[config.mk]
export PLATFORM = sky130hd
export DESIGN_NAME = mem_access_ctrl
export DESIGN_NICKNAME = d
export VERILOG_FILES = /design/src/rtl/mem_access_ctrl.sv
export SDC_FILE = /design/constraint.sdc
export NUM_CORES = 1
export LEC_CHECK = 0
export ABC_AREA = 1
export ABC_CLOCK_PERIOD_IN_PS = 1900
export CORE_ASPECT_RATIO = 1.4
export CORE_MARGIN = 2
export CORE_UTILIZATION = 30
export CTS_CLUSTER_DIAMETER = 60
export DETAILED_ROUTE_END_ITERATION = 8
export HOLD_SLACK_MARGIN = 0.05
export SLEW_MARGIN = 0
export SYNTH_ARGS = -nofsm -noshare
export SYNTH_HDL_FRONTEND = slang
export SYNTH_SLANG_ARGS = --single-unit
[constraint.sdc]
create_clock -name clk -period 1.9 [get_ports clk]
set_input_delay 0.475 -clock clk [delete_from_list [all_inputs] [get_ports clk]]
set_output_delay 0.475 -clock clk [all_outputs]
set_load 0.02 [all_outputs]
[src/rtl/mem_access_ctrl.sv]
// Data-memory access sequencer behind the MEM/WB register.
// Drives word, byte and indirect cache accesses and formats load data.
module mem_access_ctrl #(
    parameter int CNT_WIDTH = 32
) (
    input  logic                 clk,
    input  logic                 reset,
    input  logic                 ready,
    input  logic                 second_cycle_request,
    input  logic [3:0]           opcode,
    input  logic                 mem_read,
    input  logic                 mem_write,
    input  logic [15:0]          addr_in,
    input  logic [15:0]          wdata_in,
    input  logic                 dmem_resp,
    input  logic [15:0]          dmem_rdata,
    output logic                 dmem_read,
    output logic                 dmem_write,
    output logic [15:0]          dmem_address,
    output logic [15:0]          dmem_wdata,
    output logic [1:0]           dmem_byte_enable,
    output logic                 data_response,
    output logic [15:0]          mem_rdata_out,
    output logic                 busy,
    output logic [CNT_WIDTH-1:0] stall_cycles
);

    localparam logic [3:0] OP_LDB = 4'b0010;
    localparam logic [3:0] OP_STB = 4'b0011;
    localparam logic [3:0] OP_LDI = 4'b1010;
    localparam logic [3:0] OP_STI = 4'b1011;

    typedef enum logic [2:0] {IDLE, ACC1, WAIT2, ACC2, DONE} state_t;

    state_t state, state_n;

    logic [3:0]  op_q, op_n;
    logic        lane_q, lane_n;
    logic        rd_q, rd_n;
    logic [15:0] wdata_q, wdata_n;
    logic [15:0] ptr_q, ptr_n;

    logic        read_n, write_n, resp_n, busy_n;
    logic [15:0] address_n, dwdata_n, rdata_n;
    logic [1:0]  be_n;
    logic [CNT_WIDTH-1:0] stall_n;

    logic       start, ind_in, byte_in, ind_q, byte_q;
    logic [7:0] lane_byte;

    assign start   = !ready && (mem_read || mem_write) && !second_cycle_request;
    assign ind_in  = (opcode == OP_LDI) || (opcode == OP_STI);
    assign byte_in = (opcode == OP_LDB) || (opcode == OP_STB);
    assign ind_q   = (op_q == OP_LDI) || (op_q == OP_STI);
    assign byte_q  = (op_q == OP_LDB) || (op_q == OP_STB);
    assign lane_byte = lane_q ? dmem_rdata[15:8] : dmem_rdata[7:0];

    always_comb begin
        state_n   = state;
        op_n      = op_q;
        lane_n    = lane_q;
        rd_n      = rd_q;
        wdata_n   = wdata_q;
        ptr_n     = ptr_q;
        read_n    = dmem_read;
        write_n   = dmem_write;
        address_n = dmem_address;
        dwdata_n  = dmem_wdata;
        be_n      = dmem_byte_enable;
        resp_n    = 1'b0;
        rdata_n   = mem_rdata_out;

        unique case (state)
            IDLE: begin
                if (start) begin
                    state_n = ACC1;
                    op_n    = opcode;
                    lane_n  = addr_in[0];
                    rd_n    = mem_read;
                    wdata_n = wdata_in;
                    if (ind_in) begin
                        // first leg of LDI/STI always fetches the pointer
                        read_n    = 1'b1;
                        write_n   = 1'b0;
                        address_n = {addr_in[15:1], 1'b0};
                        be_n      = 2'b11;
                        dwdata_n  = wdata_in;
                    end else if (byte_in) begin
                        read_n    = mem_read;
                        write_n   = mem_write && !mem_read;
                        address_n = addr_in;
                        be_n      = addr_in[0] ? 2'b10 : 2'b01;
                        dwdata_n  = {wdata_in[7:0], wdata_in[7:0]};
                    end else begin
                        read_n    = mem_read;
                        write_n   = mem_write && !mem_read;
                        address_n = {addr_in[15:1], 1'b0};
                        be_n      = 2'b11;
                        dwdata_n  = wdata_in;
                    end
                end
            end
            ACC1: begin
                if (dmem_resp) begin
                    read_n  = 1'b0;
                    write_n = 1'b0;
                    resp_n  = 1'b1;
                    if (ind_q) begin
                        ptr_n   = dmem_rdata;
                        state_n = WAIT2;
                    end else begin
                        if (rd_q) begin
                            rdata_n = byte_q ? {{8{lane_byte[7]}}, lane_byte}
                                             : dmem_rdata;
                        end
                        state_n = DONE;
                    end
                end
            end
            WAIT2: begin
                if (ready) begin
                    state_n = IDLE;
                end else if (second_cycle_request) begin
                    state_n   = ACC2;
                    read_n    = (op_q == OP_LDI);
                    write_n   = (op_q == OP_STI);
                    address_n = ptr_q & 16'hFFFE;
                    be_n      = 2'b11;
                    dwdata_n  = wdata_q;
                end
            end
            ACC2: begin
                if (dmem_resp) begin
                    read_n  = 1'b0;
                    write_n = 1'b0;
                    resp_n  = 1'b1;
                    if (op_q == OP_LDI) begin
                        rdata_n = dmem_rdata;
                    end
                    state_n = DONE;
                end
            end
            DONE: begin
                // hold until MEM/WB drops its request so stale ready=0 can't retrigger
                if (ready) begin
                    state_n = IDLE;
                end
            end
            default: state_n = IDLE;
        endcase

        busy_n  = (state_n != IDLE);
        stall_n = stall_cycles + {{(CNT_WIDTH-1){1'b0}}, busy};
    end

    always_ff @(posedge clk) begin
        if (reset) begin
            state            <= IDLE;
            op_q             <= 4'h0;
            lane_q           <= 1'b0;
            rd_q             <= 1'b0;
            wdata_q          <= 16'h0;
            ptr_q            <= 16'h0;
            dmem_read        <= 1'b0;
            dmem_write       <= 1'b0;
            dmem_address     <= 16'h0;
            dmem_wdata       <= 16'h0;
            dmem_byte_enable <= 2'b00;
            data_response    <= 1'b0;
            mem_rdata_out    <= 16'h0;
            busy             <= 1'b0;
            stall_cycles     <= '0;
        end else begin
            state            <= state_n;
            op_q             <= op_n;
            lane_q           <= lane_n;
            rd_q             <= rd_n;
            wdata_q          <= wdata_n;
            ptr_q            <= ptr_n;
            dmem_read        <= read_n;
            dmem_write       <= write_n;
            dmem_address     <= address_n;
            dmem_wdata       <= dwdata_n;
            dmem_byte_enable <= be_n;
            data_response    <= resp_n;
            mem_rdata_out    <= rdata_n;
            busy             <= busy_n;
            stall_cycles     <= stall_n;
        end
    end

endmodule

# [Word level (Yosys, flattened, before mapping)]
# Cells that the tools add are included.
[word_totals] rom_bits=0 ramBits=0 mem_count=0 output_inout_bits=86 elab_cells=108 latchBits=0 regBits=127
[op_classes] div=0 muxes=47 reduce_logical=23 n_eq_ne=21 multipliers=0 n_lt_le_gt_ge=0 add_sub_neg=1 bitwise=1 n_shift=0
[op_table] cell="$mux W16" n=14
[op_table] cell="$pmux W16 S2" n=3
[op_table] cell="$add A32 B1 Y32" n=1
[op_table] cell="$mux W3" n=7
[op_table] cell="$eq A4 B2 Y1 const B" n=4
[op_table] cell="$eq A4 B4 Y1 const B" n=4
[op_table] cell="$ne A2 B2 Y1 const B" n=8
[op_table] cell="$pmux W3 S5" n=1
[op_table] cell="$mux W1" n=12
[op_table] cell="$mux W2" n=6
[op_table] cell="$mux W8" n=1
[op_table] cell="$eq A3 B2 Y1 const B" n=2
[op_table] cell="$pmux W1 S3" n=2
[op_table] cell="$reduce_and A6 Y1" n=1
[op_table] cell="$reduce_bool A3 Y1" n=2
[op_table] cell="$logic_or A1 B1 Y1" n=5
[op_table] cell="$reduce_and A5 Y1" n=1
[op_table] cell="$pmux W2 S2" n=1
[op_table] cell="$reduce_and A4 Y1" n=1
[op_table] cell="$reduce_bool A2 Y1" n=2
[op_table] cell="$reduce_or A2 Y1" n=2
[op_table] cell="$eq A3 B1 Y1 const B" n=1
[op_table] cell="$eq A3 B3 Y1 const B" n=1
[op_table] cell="$logic_and A1 B1 Y1" n=3
[op_table] cell="other kinds (6)" n=8

# [Logic depth before layout (Yosys ltp)]
# Gate-level depths: netlist (run 1).
[logic_depth] ltp_word=7 ltp_mapped=10 ltp_nobuf=9

# [Least setup slack after synthesis (run 1)]
# Ideal clock, no wire load.
[synth_path] path_kind="register to register" start="reg stall_cycles[0]" end="reg stall_cycles[26]" required_time_ns=1.785 path_buffers=0 path_slack_ns=0.202 t_arrival_ns=1.582 stages_incl_launch_ff=10 period_less_slack_ns=1.698 path_cell_list="dfxtp_1 -> ha_1 -> ha_1 -> nand2_1 -> nor2_4 -> nand3_1 -> nor2_1 -> nand3_1 -> nand2_1 -> nor2_1"
[synth_via] elab_chain_len=1
[synth_lines] element="start: declaration" line="25" source="output logic [CNT_WIDTH-1:0] stall_cycles"
[synth_lines] element="start signal: assignment" line="188" source="stall_cycles <= stall_n;"
[synth_lines] element="$add A32 B1 Y32" line="153" source="stall_n = stall_cycles + {{(CNT_WIDTH-1){1'b0}}, busy};"
# No other way between the ends.
# A chain may end at the register's enable or synchronous reset.

# [Worst setup path in the final report (run 1)]
[layout_path] start="reg dmem_address[2]" end="out dmem_address[2]"
[layout_lines] element="start: declaration" line="19" source="output logic [15:0] dmem_address,"
[layout_lines] element="start signal: assignment" line="182" source="dmem_address <= address_n;"
# No word-level cell between the ends.

==> summary.txt, run 1 <==
Outcome
  • Status: completed

Worst setup path
  • Crit path launch: dmem_address[2]$_SDFFE_PP0P_
  • Crit-path cells: clkdlybuf4s50_1
  • Critical-path top delay cell: clkdlybuf4s50_1
  • Crit path buffers/inverters: 1
  • R2r setup slk: 0.13 ns
  • CP endpoint kind: output port
  • Req. time, crit path: 1.42 ns
  • Max stage delay on crit path: between 0.6 and 0.7 ns
  • Crit path launch type: flop
  • Reg2reg start: busy$_SDFF_PP0_
  • Kind of critical path: reg -> out
  • Worst EP arrival: 1.38 ns
  • Crit path max-delay family: buffers and inverters
  • Worst-path fanout max: 2

Place
  • GPL Wtd Cong: 0.849
  • Pre-CTS WS: -0.0465 ns
  • I/O Buffers: 144
  • DP Area: 7830 um^2
  • DPL Wire Length: 13400 um

Global route
  • Largest net degree at the start of global routing: 55
  • Antenna violations before repair: 0
  • First-pass GRT wire length: 28000 um
  • GRT Total Usage: 0.171
  • GRT overflow: 0
  • Vias in the first global route: 5666

Drt
  • Router iterations before antenna repair: 5
  • First DRT Iteration DRCs: 256
  • Residual DRC count: 0
  • Final WL: between 15000 and 20000 um
  • Final antenna-violating net count: 0
  • Via count: 6000
  • WL per Instance: between 10 and 15 um
  • Vias/cell: around 4.5

CTS
  • Total CTS buffers: 17
  • CTS clock-pin slew for the worst setup and hold paths: 0.05 ns
  • Worst-Skew Late Latency: 0.41 ns
  • Hold buffers post-CTS: 0
  • CTS tree: done
  • Clock sinks: roughly 130
  • Post-CTS setup buffers: 0
  • Longest Clk Path Bufs: 2
  • Root buf cell: clkbuf_16
  • H-tree Lvls: 4

Cells and area
  • # diodes: 0
  • P&R area growth vs syn: 40.5%
  • Final instance area: 8380 um^2
  • Share of cells above drive strength 1: 0.0729
  • Nets: 1134

Floorplanning
  • Rows: between 60 and 70
  • Core ar.: a little under 20000 um^2
  • Die Ht: 171 um
  • # IOs: approximately 150
  • Initial core utilization: 0.303
  • Die width: 123 um
  • Die area: 21100 um^2

Min path
  • Worst hold path class: reg -> reg
  • Hold path start: wdata_q[6]$_SDFFE_PP0P_

Yosys
  • Synthesized Nets: 978
  • Yosys warns: 0
  • Syn_area_per_cell: 6.51 um^2
  • Register area share after synthesis: 0.423
  • Synth area leader: dfxtp_1
  • Yosys reg bits: 126
  • Top post-synthesis cells by area: dfxtp_1, nand2_1, nor2_1
  • Mapped Cells: 917
  • Cell variety after synth: 32
  • Post-synth top area share: 0.423
  • Synthesized area: 5970 um^2

Timing
  • Crit path time final: 1.86 ns
  • Clock skew: 0.00930 ns
  • Hold Fails Final Rpt: 0
  • Slew Limit Headroom: 0.724
  • Final TNS setup: 0 ns
  • Max-slew violations: 0
  • Worst slew pin tran: 0.410 ns
  • Endpoints failing setup: 0
  • Setup WS post-layout: 0.0401 ns
  • RSZ-0062 raised after global routing: no
  • Period Utilization, post-route: 0.979
  • Fmax achieved: 0.538 GHz

Pwr
  • VDD IR max: approximately 0.57 mV
  • Pwr/cell area: 796 nW/um^2
  • Design Power: about 6700 uW
  • Pleak: 0.00381 uW

Job
  • Max-cap check violation count: 0
[cell families (layout without fill, tap and decap cells)]
logic type | count (synthesis) | count (layout) | synth area share
AND/OR/NAND/NOR | 511 | 511 | 0.356
AO/OA/AOI/OAI | 144 | 144 | 0.122
buffers and inverters | 131 | 297 | 0.0914
flip-flops | 126 | 126 | 0.423
XOR/XNOR | 3 | 3 | 0.00440
adder cells (fa/ha/maj) | 2 | 2 | 0.00419
[synthesized netlist by cell type, drive strengths merged]
cell	instances
dfxtp	126
nor3	9
clkinv	1
o21a	1
nand3b	9
inv	95
and2	1
nand2	245
or2	1
a21oi	53
nand3	49
ha	2
o21ai	89
clkbuf	14
a211oi	1
nor2	193
xnor2	1
nand4	4
buf	21
xor2	2
[cells in the final DEF, fill, tap and decap left out, drive strengths merged]
master	n
a211oi	1
a21oi	53
and2	1
buf	28
bufinv	2
clkbuf	22
clkdlybuf4s50	107
clkinv	4
clkinvlp	2
dfxtp	126
dlygate4sd2	24
dlymetal6s2s	13
ha	2
inv	95
nand2	245
nand3	49
nand3b	9
nand4	4
nor2	193
nor3	9
o21a	1
o21ai	89
or2	1
xnor2	1
xor2	2
[path summary, 6_finish.rpt]
kind | depth (start not counted) | end
max | 1 | dmem_address[2]
min | 2 | wdata_q[6]$_SDFFE_PP0P_
max reg2reg | 10 | stall_cycles[26]$_SDFF_PP0_
min reg2reg | 2 | wdata_q[6]$_SDFFE_PP0P_
[cell type report]
class	count	area, um^2
Fill cell	2088	11300
Multi-Input combinational cell	660	2900
Sequential cell	126	2520
Timing Repair Buffer	172	1730
Clock buffer	22	464
Inverter	96	363
Tap cell	252	315
Clock inverter	7	90.1
[per-layer routing]
layer | share of wire | global-route usage
met5 | 0 | 0
met4 | 0.020 | 0.0613
met3 | 0.042 | 0.0397
met2 | 0.53 | 0.311
met1 | 0.41 | 0.191
[timing repair]
item                       in CTS  in global routing
gates resized for setup        24                 13
gates cloned                    0                  0
setup endpoints to repair      24                 13
[power breakdown]
group / internal, uW / switching [uW]
clock: 1970 / 1140
combinational: 355 / 405
sequential: 2750 / 55.0
[through the flow]
step,util,cells,hold WS [ns]
floorplan,-,917,0.425
global placement,0.397,1306,0.432
detailed placement,0.397,1306,0.440
CTS,0.424,1335,0.448
global route,0.426,1335,0.470
finish,0.426,1335,0.447
[registers in the layout, indices dropped and copies added (netlist names)]
register,count
stall_cycles,32
dmem_wdata,16
ptr_q,15
dmem_read,1
busy,1
data_response,1
state,3
rd_q,1
wdata_q,16
dmem_byte_enable,2
dmem_write,1
lane_q,1
mem_rdata_out,16
dmem_address,16
op_q,4
Note: power is estimated with default switching activity, not from simulation.
==> run 2, diff against run 1 <==
--- a/config.mk
+++ b/config.mk
@@ -8,7 +8,7 @@
 export ABC_AREA = 1
 export ABC_CLOCK_PERIOD_IN_PS = 1900
 export CORE_ASPECT_RATIO = 1.4
-export CORE_MARGIN = 2
+export CORE_MARGIN = 4
 export CORE_UTILIZATION = 30
 export CTS_CLUSTER_DIAMETER = 60
 export DETAILED_ROUTE_END_ITERATION = 8
==> run 2 against run 1 <==
Compared with the run above: power up 0.26%; largest cell class unchanged; core utilization rose by 0.76 points; wire length increased by 3.3%; critical path depth did not move.
==> summary.txt, run 2 (synthesis gave the netlist of run 1 again) <==
Global route
  • GR Layer Usage met1: 0.191 (-0.000633)
  • GRT overflow: 0 (unchanged)
  • M3 GR Usage: 0.0376 (-0.00205)
  • Met2 Track Usage GR: 0.298 (-0.0129)
  • GRT Total Usage: 0.166 (-0.00467)
  • Antenna violations before repair: 1 (+1)
  • Gr busiest metal: met2
  • Largest net degree at the start of global routing: 77 (+40%)
  • Vias in the first global route: 5835 (+3.0%)
  • First-pass GRT wire length: 29400 um (+5.1%)

Place
  • GPL Wtd Cong: 0.810 (-4.6%)
  • DP Cell Count: 1300 (-0.46%)
  • I/O Buffers: 144 (unchanged)
  • DPL Wire Length: 13800 um (+2.9%)
  • Pre-CTS WS: -0.100 ns (-0.0535 ns)

Timing
  • Endpoints failing setup: 0 (unchanged)
  • Period Utilization, post-route: 0.975 (-0.00413)
  • Slew Limit Headroom: 0.714 (-0.00962)
  • Fmax achieved: 0.540 GHz (+0.42%)
  • Crit path time final: 1.85 ns (-0.00784 ns)
  • Setup WS post-layout: 0.0480 ns (+0.00784 ns)
  • Worst slew pin tran: 0.424 ns (+0.0143 ns)
  • Hold slack: 0.445 ns (-0.00149 ns)
  • Max-slew violations: 0 (unchanged)
  • Clock skew: 0.00961 ns (+0.000311 ns)
  • Hold Fails Final Rpt: 0 (unchanged)
  • Final TNS setup: 0 ns (unchanged)

Worst setup path
  • Reg2reg start: busy$_SDFF_PP0_
  • CP endpoint kind: output port
  • R2r setup slk: 0.20 ns (+0.07 ns)
  • Worst EP arrival: 1.38 ns (about the same)
  • Worst reg2reg endpoint: stall_cycles[28]$_SDFF_PP0_
  • Critical-path top delay cell: clkdlybuf4s50_1
  • Crit-path cells: clkdlybuf4s50_1
  • Crit path buffers/inverters: 1 (unchanged)
  • Kind of critical path: reg -> out
  • Crit path launch type: flop
  • Max stage delay on crit path: 0.62 ns (-0.03 ns)
  • Req. time, crit path: 1.42 ns (about the same)
  • Worst-path fanout max: 2 (unchanged)
  • Crit path max-delay family: buffers and inverters
  • Worst R2R Path Depth: 10 (unchanged)

Pwr
  • Part of the power in the clock network: 0.468 (+0.002)
  • Pleak: 0.00389 uW (+2.1%)
  • Pwr/cell area: 797 nW/um^2 (+0.14%)
  • Psw: 1600 uW (-0.27%)
  • Combinational share of power: 0.113 (about the same)
  • Reg power frac: 0.418 (-0.002)
  • Design Power: 6690 uW (+0.26%)
  • Int Pwr: 5090 uW (+0.43%)
  • Sw frac: 0.239 (-0.00127)
  • VDD IR max: 0.480 mV (-15%)

Floorplanning
  • Initial core utilization: 0.308 (+0.00505)
  • Die area: 22200 um^2 (+5.7%)
  • Die Ht: 175 um (+2.3%)
  • # IOs: 145 (unchanged)
  • Die width: 127 um (+3.2%)
  • Core ar.: 19400 um^2 (-1.6%)
  • Rows: 60 (-1.6%)

Drt
  • Router iterations before antenna repair: 4 (-1)
  • First DRT Iteration DRCs: 296 (+16%)
  • Final WL: 18200 um (+3.3%)
  • Vias/cell: 4.51 (+0.26%)
  • Final antenna-violating net count: 0 (unchanged)
  • WL per Instance: 13.6 um (+3.6%)
  • Residual DRC count: 0 (unchanged)
  • Via count: 6002 (+0.033%)

Min path
  • Hold path start: wdata_q[6]$_SDFFE_PP0P_
  • Worst hold path class: reg -> reg
  • Hold EP: wdata_q[6]$_SDFFE_PP0P_
  • Worst hold path depth: 2 (unchanged)

CTS
  • H-tree Lvls: 4 (unchanged)
  • Total CTS buffers: 17 (unchanged)
  • Clock sinks: 126 (unchanged)
  • Hold buffers post-CTS: 0 (unchanged)
  • CTS tree: done
  • Worst-Skew Late Latency: 0.41 ns (about the same)
  • CTS clock-pin slew for the worst setup and hold paths: 0.06 ns (about the same)
  • Root buf cell: clkbuf_16
  • Longest Clk Path Bufs: 2 (unchanged)

Cells and area
  • Max reg flops: 32 (unchanged)
  • Nets: 1135 (+0.088%)
  • Post-Layout Cell Count: 1332 (-0.22%)
  • Share of cells above drive strength 1: 0.0748 (+0.00185)
  • Largest Register: stall_cycles
  • Most frequent cells in the layout: nand2_1, nor2_1, dfxtp_1, clkdlybuf4s50_1, inv_1
  • P&R area growth vs syn: 40.7%
  • Most common cell after layout, fill and taps aside: nand2_1

Job
  • Max-cap check violation count: 0 (unchanged)

Outcome
  • Status: completed
run 2: changes by cell type in the layout (fill, tap and decap cells not counted):
| cell | delta |
|---|---|
| clkdlybuf4s50_1 | -3 |
| diode_2 | +1 |
| clkbuf_8 | +1 |
| buf_4 | +2 |
| dlymetal6s2s_1 | +4 |
| clkbuf_1 | -2 |
| buf_12 | -1 |
| dlygate4sd2_1 | -1 |
run 2: final cells by class:
class,instances,area [um^2]
antenna,1,2.50
clock buffer,21,470
clock inverter,7,90.1
fill,2068,11000
inverter,96,363
multi-input combinational,660,2900
sequential,126,2520
tap,248,310
timing repair buffer,173,1740
run 2: power groups by stage:
stage               Sequential [uW]  Combinational, uW  Clock (uW)
floorplan                      2920                322           0
global placement               2860                760           0
detailed placement             2850                767           0
CTS                            2800                769        3210
global route                   2810                841        3330
finish                         2800                758        3130
run 2: layer usage:
metal / routed length (um) / up-vias
li1: - / 3193
met4: 403 / 0
met1: 7620 / 2628
met5: 0 / -
met3: 833 / 27
met2: 9330 / 154
run 2: worst max path at each step:
stage	depth (start not counted)	end	startpoint	slack, ns
2_1_floorplan	9	stall_cycles[26]$_SDFF_PP0_	stall_cycles[0]$_SDFF_PP0_	0.20
3_3_place_gp	7	dmem_byte_enable[0]$_SDFFE_PP0P_	ready	-0.07
3_5_place_dp	7	dmem_byte_enable[0]$_SDFFE_PP0P_	ready	-0.10
4_1_cts	1	stall_cycles[30]	stall_cycles[30]$_SDFF_PP0_	0.0003
5_1_grt	1	mem_rdata_out[7]	mem_rdata_out[7]$_SDFFE_PP0P_	-0.002
6_report	1	dmem_address[10]	dmem_address[10]$_SDFFE_PP0P_	0.05
run 2: through the flow:
step / instance area [um^2] / util
after floorplan: 5970 / -
after global placement: 7790 / 0.402
after detailed placement: 7790 / 0.402
after CTS: 8330 / 0.430
after global routing: 8390 / 0.433
final: 8390 / 0.433
run 2: timing repair:
| item | 4_1_cts | 5_1_grt |
|---|---|---|
| setup buffers | 0 | 3 |
| setup endpoints to repair | 23 | 18 |
| pin swaps | 0 | 1 |
| resized for setup | 23 | 17 |
==> run 3, diff against run 2 <==
--- a/config.mk
+++ b/config.mk
@@ -9,10 +9,11 @@
 export ABC_CLOCK_PERIOD_IN_PS = 1900
 export CORE_ASPECT_RATIO = 1.4
 export CORE_MARGIN = 4
-export CORE_UTILIZATION = 30
+export CORE_UTILIZATION = 50
 export CTS_CLUSTER_DIAMETER = 60
 export DETAILED_ROUTE_END_ITERATION = 8
 export HOLD_SLACK_MARGIN = 0.05
+export PLACE_DENSITY = 0.81
 export SLEW_MARGIN = 0
 export SYNTH_ARGS = -nofsm -noshare
 export SYNTH_HDL_FRONTEND = slang
==> run 3 against run 2 <==
Compared with the run above: clock skew down 0.0036 ns; hold slack gained 0.0058 ns; global-route usage rose by 8.5 points; count of clock-buffer cells in the layout unchanged; wire length shrank 7.6%; power increased by 4.1%; sequential share of layout area up 0.20 points.
==> summary.txt, run 3 (synthesis gave the netlist of run 1 again) <==
Outcome
  • Status: completed

Timing
  • Max-slew violations: 0 (unchanged)
  • Hold Fails Final Rpt: 0 (unchanged)
  • Fmax achieved: 0.539 GHz (-0.21%)
  • Worst slew pin tran: 0.405 ns (-0.0190 ns)
  • Period Utilization, post-route: 0.977 (+0.00205)
  • Crit path time final: 1.86 ns (+0.00389 ns)
  • Slew Limit Headroom: 0.727 (+0.0128)
  • Clock skew: 0.00598 ns (-0.00364 ns)
  • Endpoints failing setup: 0 (unchanged)
  • Setup WS post-layout: 0.0441 ns (-0.00389 ns)
  • RSZ-0062 raised after global routing: yes
  • Hold slack: 0.451 ns (+0.00576 ns)
  • Final TNS setup: 0 ns (unchanged)

Worst setup path
  • Worst EP arrival: 1.38 ns (about the same)
  • Max stage delay on crit path: 0.62 ns (about the same)
  • CP endpoint kind: output port
  • Crit path launch type: flop
  • Critical-path top delay cell: clkdlybuf4s50_1
  • Crit-path cells: clkdlybuf4s50_1
  • Kind of critical path: reg -> out
  • Req. time, crit path: 1.42 ns (about the same)
  • Worst-path fanout max: 2 (unchanged)
  • Crit path max-delay family: buffers and inverters
  • Crit path buffers/inverters: 1 (unchanged)

Job
  • Max-cap check violation count: 0 (unchanged)

Cells and area
  • Final instance area: 8340 um^2 (-0.66%)
  • Most frequent cells in the layout: nand2_1, nor2_1, dfxtp_1, clkdlybuf4s50_1, inv_1
  • Nets: 1136 (+0.088%)
  • Share of cells above drive strength 1: 0.0809 (+0.00609)
  • Largest Register: stall_cycles
  • P&R area growth vs syn: 39.7%
  • Most common cell after layout, fill and taps aside: nand2_1
  • # diodes: 0 (-1)
  • Max reg flops: 32 (unchanged)

Drt
  • Final antenna-violating net count: 0 (unchanged)
  • Router iterations before antenna repair: 5 (+1)
  • Final WL: 16800 um (-7.6%)
  • Residual DRC count: 0 (unchanged)
  • Via count: 6143 (+2.3%)
  • First DRT Iteration DRCs: 327 (+10%)
  • Vias/cell: 4.99 (+11%)
  • WL per Instance: 13.6 um (about the same)

Floorplanning
  • Die area: 13800 um^2 (-38%)
  • Die width: 100 um (-21%)
  • Rows: 46 (-23%)
  • # IOs: 145 (unchanged)
  • Die Ht: 137 um (-22%)
  • Initial core utilization: 0.518 (+0.210)
  • Core ar.: 11500 um^2 (-41%)

CTS
  • Hold buffers post-CTS: 0 (unchanged)
  • CTS clock-pin slew for the worst setup and hold paths: 0.05 ns (about the same)
  • H-tree Lvls: 4 (unchanged)
  • Longest Clk Path Bufs: 2 (unchanged)
  • Worst-Skew Late Latency: 0.41 ns (about the same)
  • Clock sinks: 126 (unchanged)
  • CTS tree: done
  • Root buf cell: clkbuf_16
  • Total CTS buffers: 17 (unchanged)

Place
  • GPL Wtd Cong: 0.937 (+16%)
  • DP Area: 7680 um^2 (-1.4%)
  • DPL Wire Length: 12200 um (-11%)
  • I/O Buffers: 144 (unchanged)
  • Pre-CTS WS: -0.0304 ns (+0.0696 ns)

Global route
  • Antenna violations before repair: 0 (-1)
  • GRT overflow: 0 (unchanged)
  • First-pass GRT wire length: 27600 um (-6.1%)
  • Largest net degree at the start of global routing: 44 (-43%)
  • Vias in the first global route: 5878 (+0.74%)
  • GRT Total Usage: 0.252 (+0.0854)

Pwr
  • Pwr/cell area: 836 nW/um^2 (+4.8%)
  • Pleak: 0.00379 uW (-2.7%)
  • VDD IR max: 0.624 mV (+30%)

Min path
  • Worst hold path class: reg -> reg
[run 3: changes by cell type in the layout (fill, tap and decap cells not counted), sizes merged]
cell | before | now
bufinv | 2 | 4
buf | 29 | 30
clkinvlp | 2 | 1
clkinv | 4 | 7
dlygate4sd2 | 23 | 21
diode | 1 | 0
clkdlybuf4s50 | 104 | 113
dlymetal6s2s | 17 | 10
[run 3: cell type report]
type / count / area, um^2
Tap cell: 144 / 180
Fill cell: 947 / 3170
Inverter: 96 / 363
Multi-Input combinational cell: 660 / 2920
Sequential cell: 126 / 2520
Clock inverter: 11 / 165
Timing Repair Buffer: 174 / 1740
Clock buffer: 21 / 450
[run 3: path summary, 6_finish.rpt]
check	startpoint	to	slack, ns	cells past startpoint
setup / recovery	dmem_address[9]$_SDFFE_PP0P_	dmem_address[9]	0.04	1
hold / removal	wdata_q[7]$_SDFFE_PP0P_	wdata_q[7]$_SDFFE_PP0P_	0.45	2
setup reg to reg	busy$_SDFF_PP0_	stall_cycles[22]$_SDFF_PP0_	0.13	9
hold reg to reg	wdata_q[7]$_SDFFE_PP0P_	wdata_q[7]$_SDFFE_PP0P_	0.45	2
[run 3: layer usage]
layer	up-vias	track usage	part of all wire
li1	3196	-	-
met1	2691	0.291	0.40
met2	222	0.436	0.51
met3	34	0.0638	0.057
met4	0	0.112	0.029
met5	-	0	0
[run 3: where the power goes]
group	switching (uW)	total, uW	internal (uW)	leakage, uW
registers	55.8	2800	2750	0.00102
clock network	1170	3400	2220	0.000301
logic	408	768	360	0.00246
total	1640	6970	5330	0.00379
[run 3: timing repair]
| action | 4_1_cts | 5_1_grt |
|---|---|---|
| setup buffers | 0 | 3 |
| setup endpoints to repair | 21 | 15 |
| gates resized for setup | 21 | 15 |
| pin swaps | 0 | 1 |
[run 3: through the flow]
stage	utilization	std cells	power, uW
4_1_cts	0.719	1229	7010
2_1_floorplan	-	917	3240
3_5_place_dp	0.668	1197	3620
5_1_grt	0.724	1232	7210
3_3_place_gp	0.668	1197	3610
6_report	0.724	1232	6970
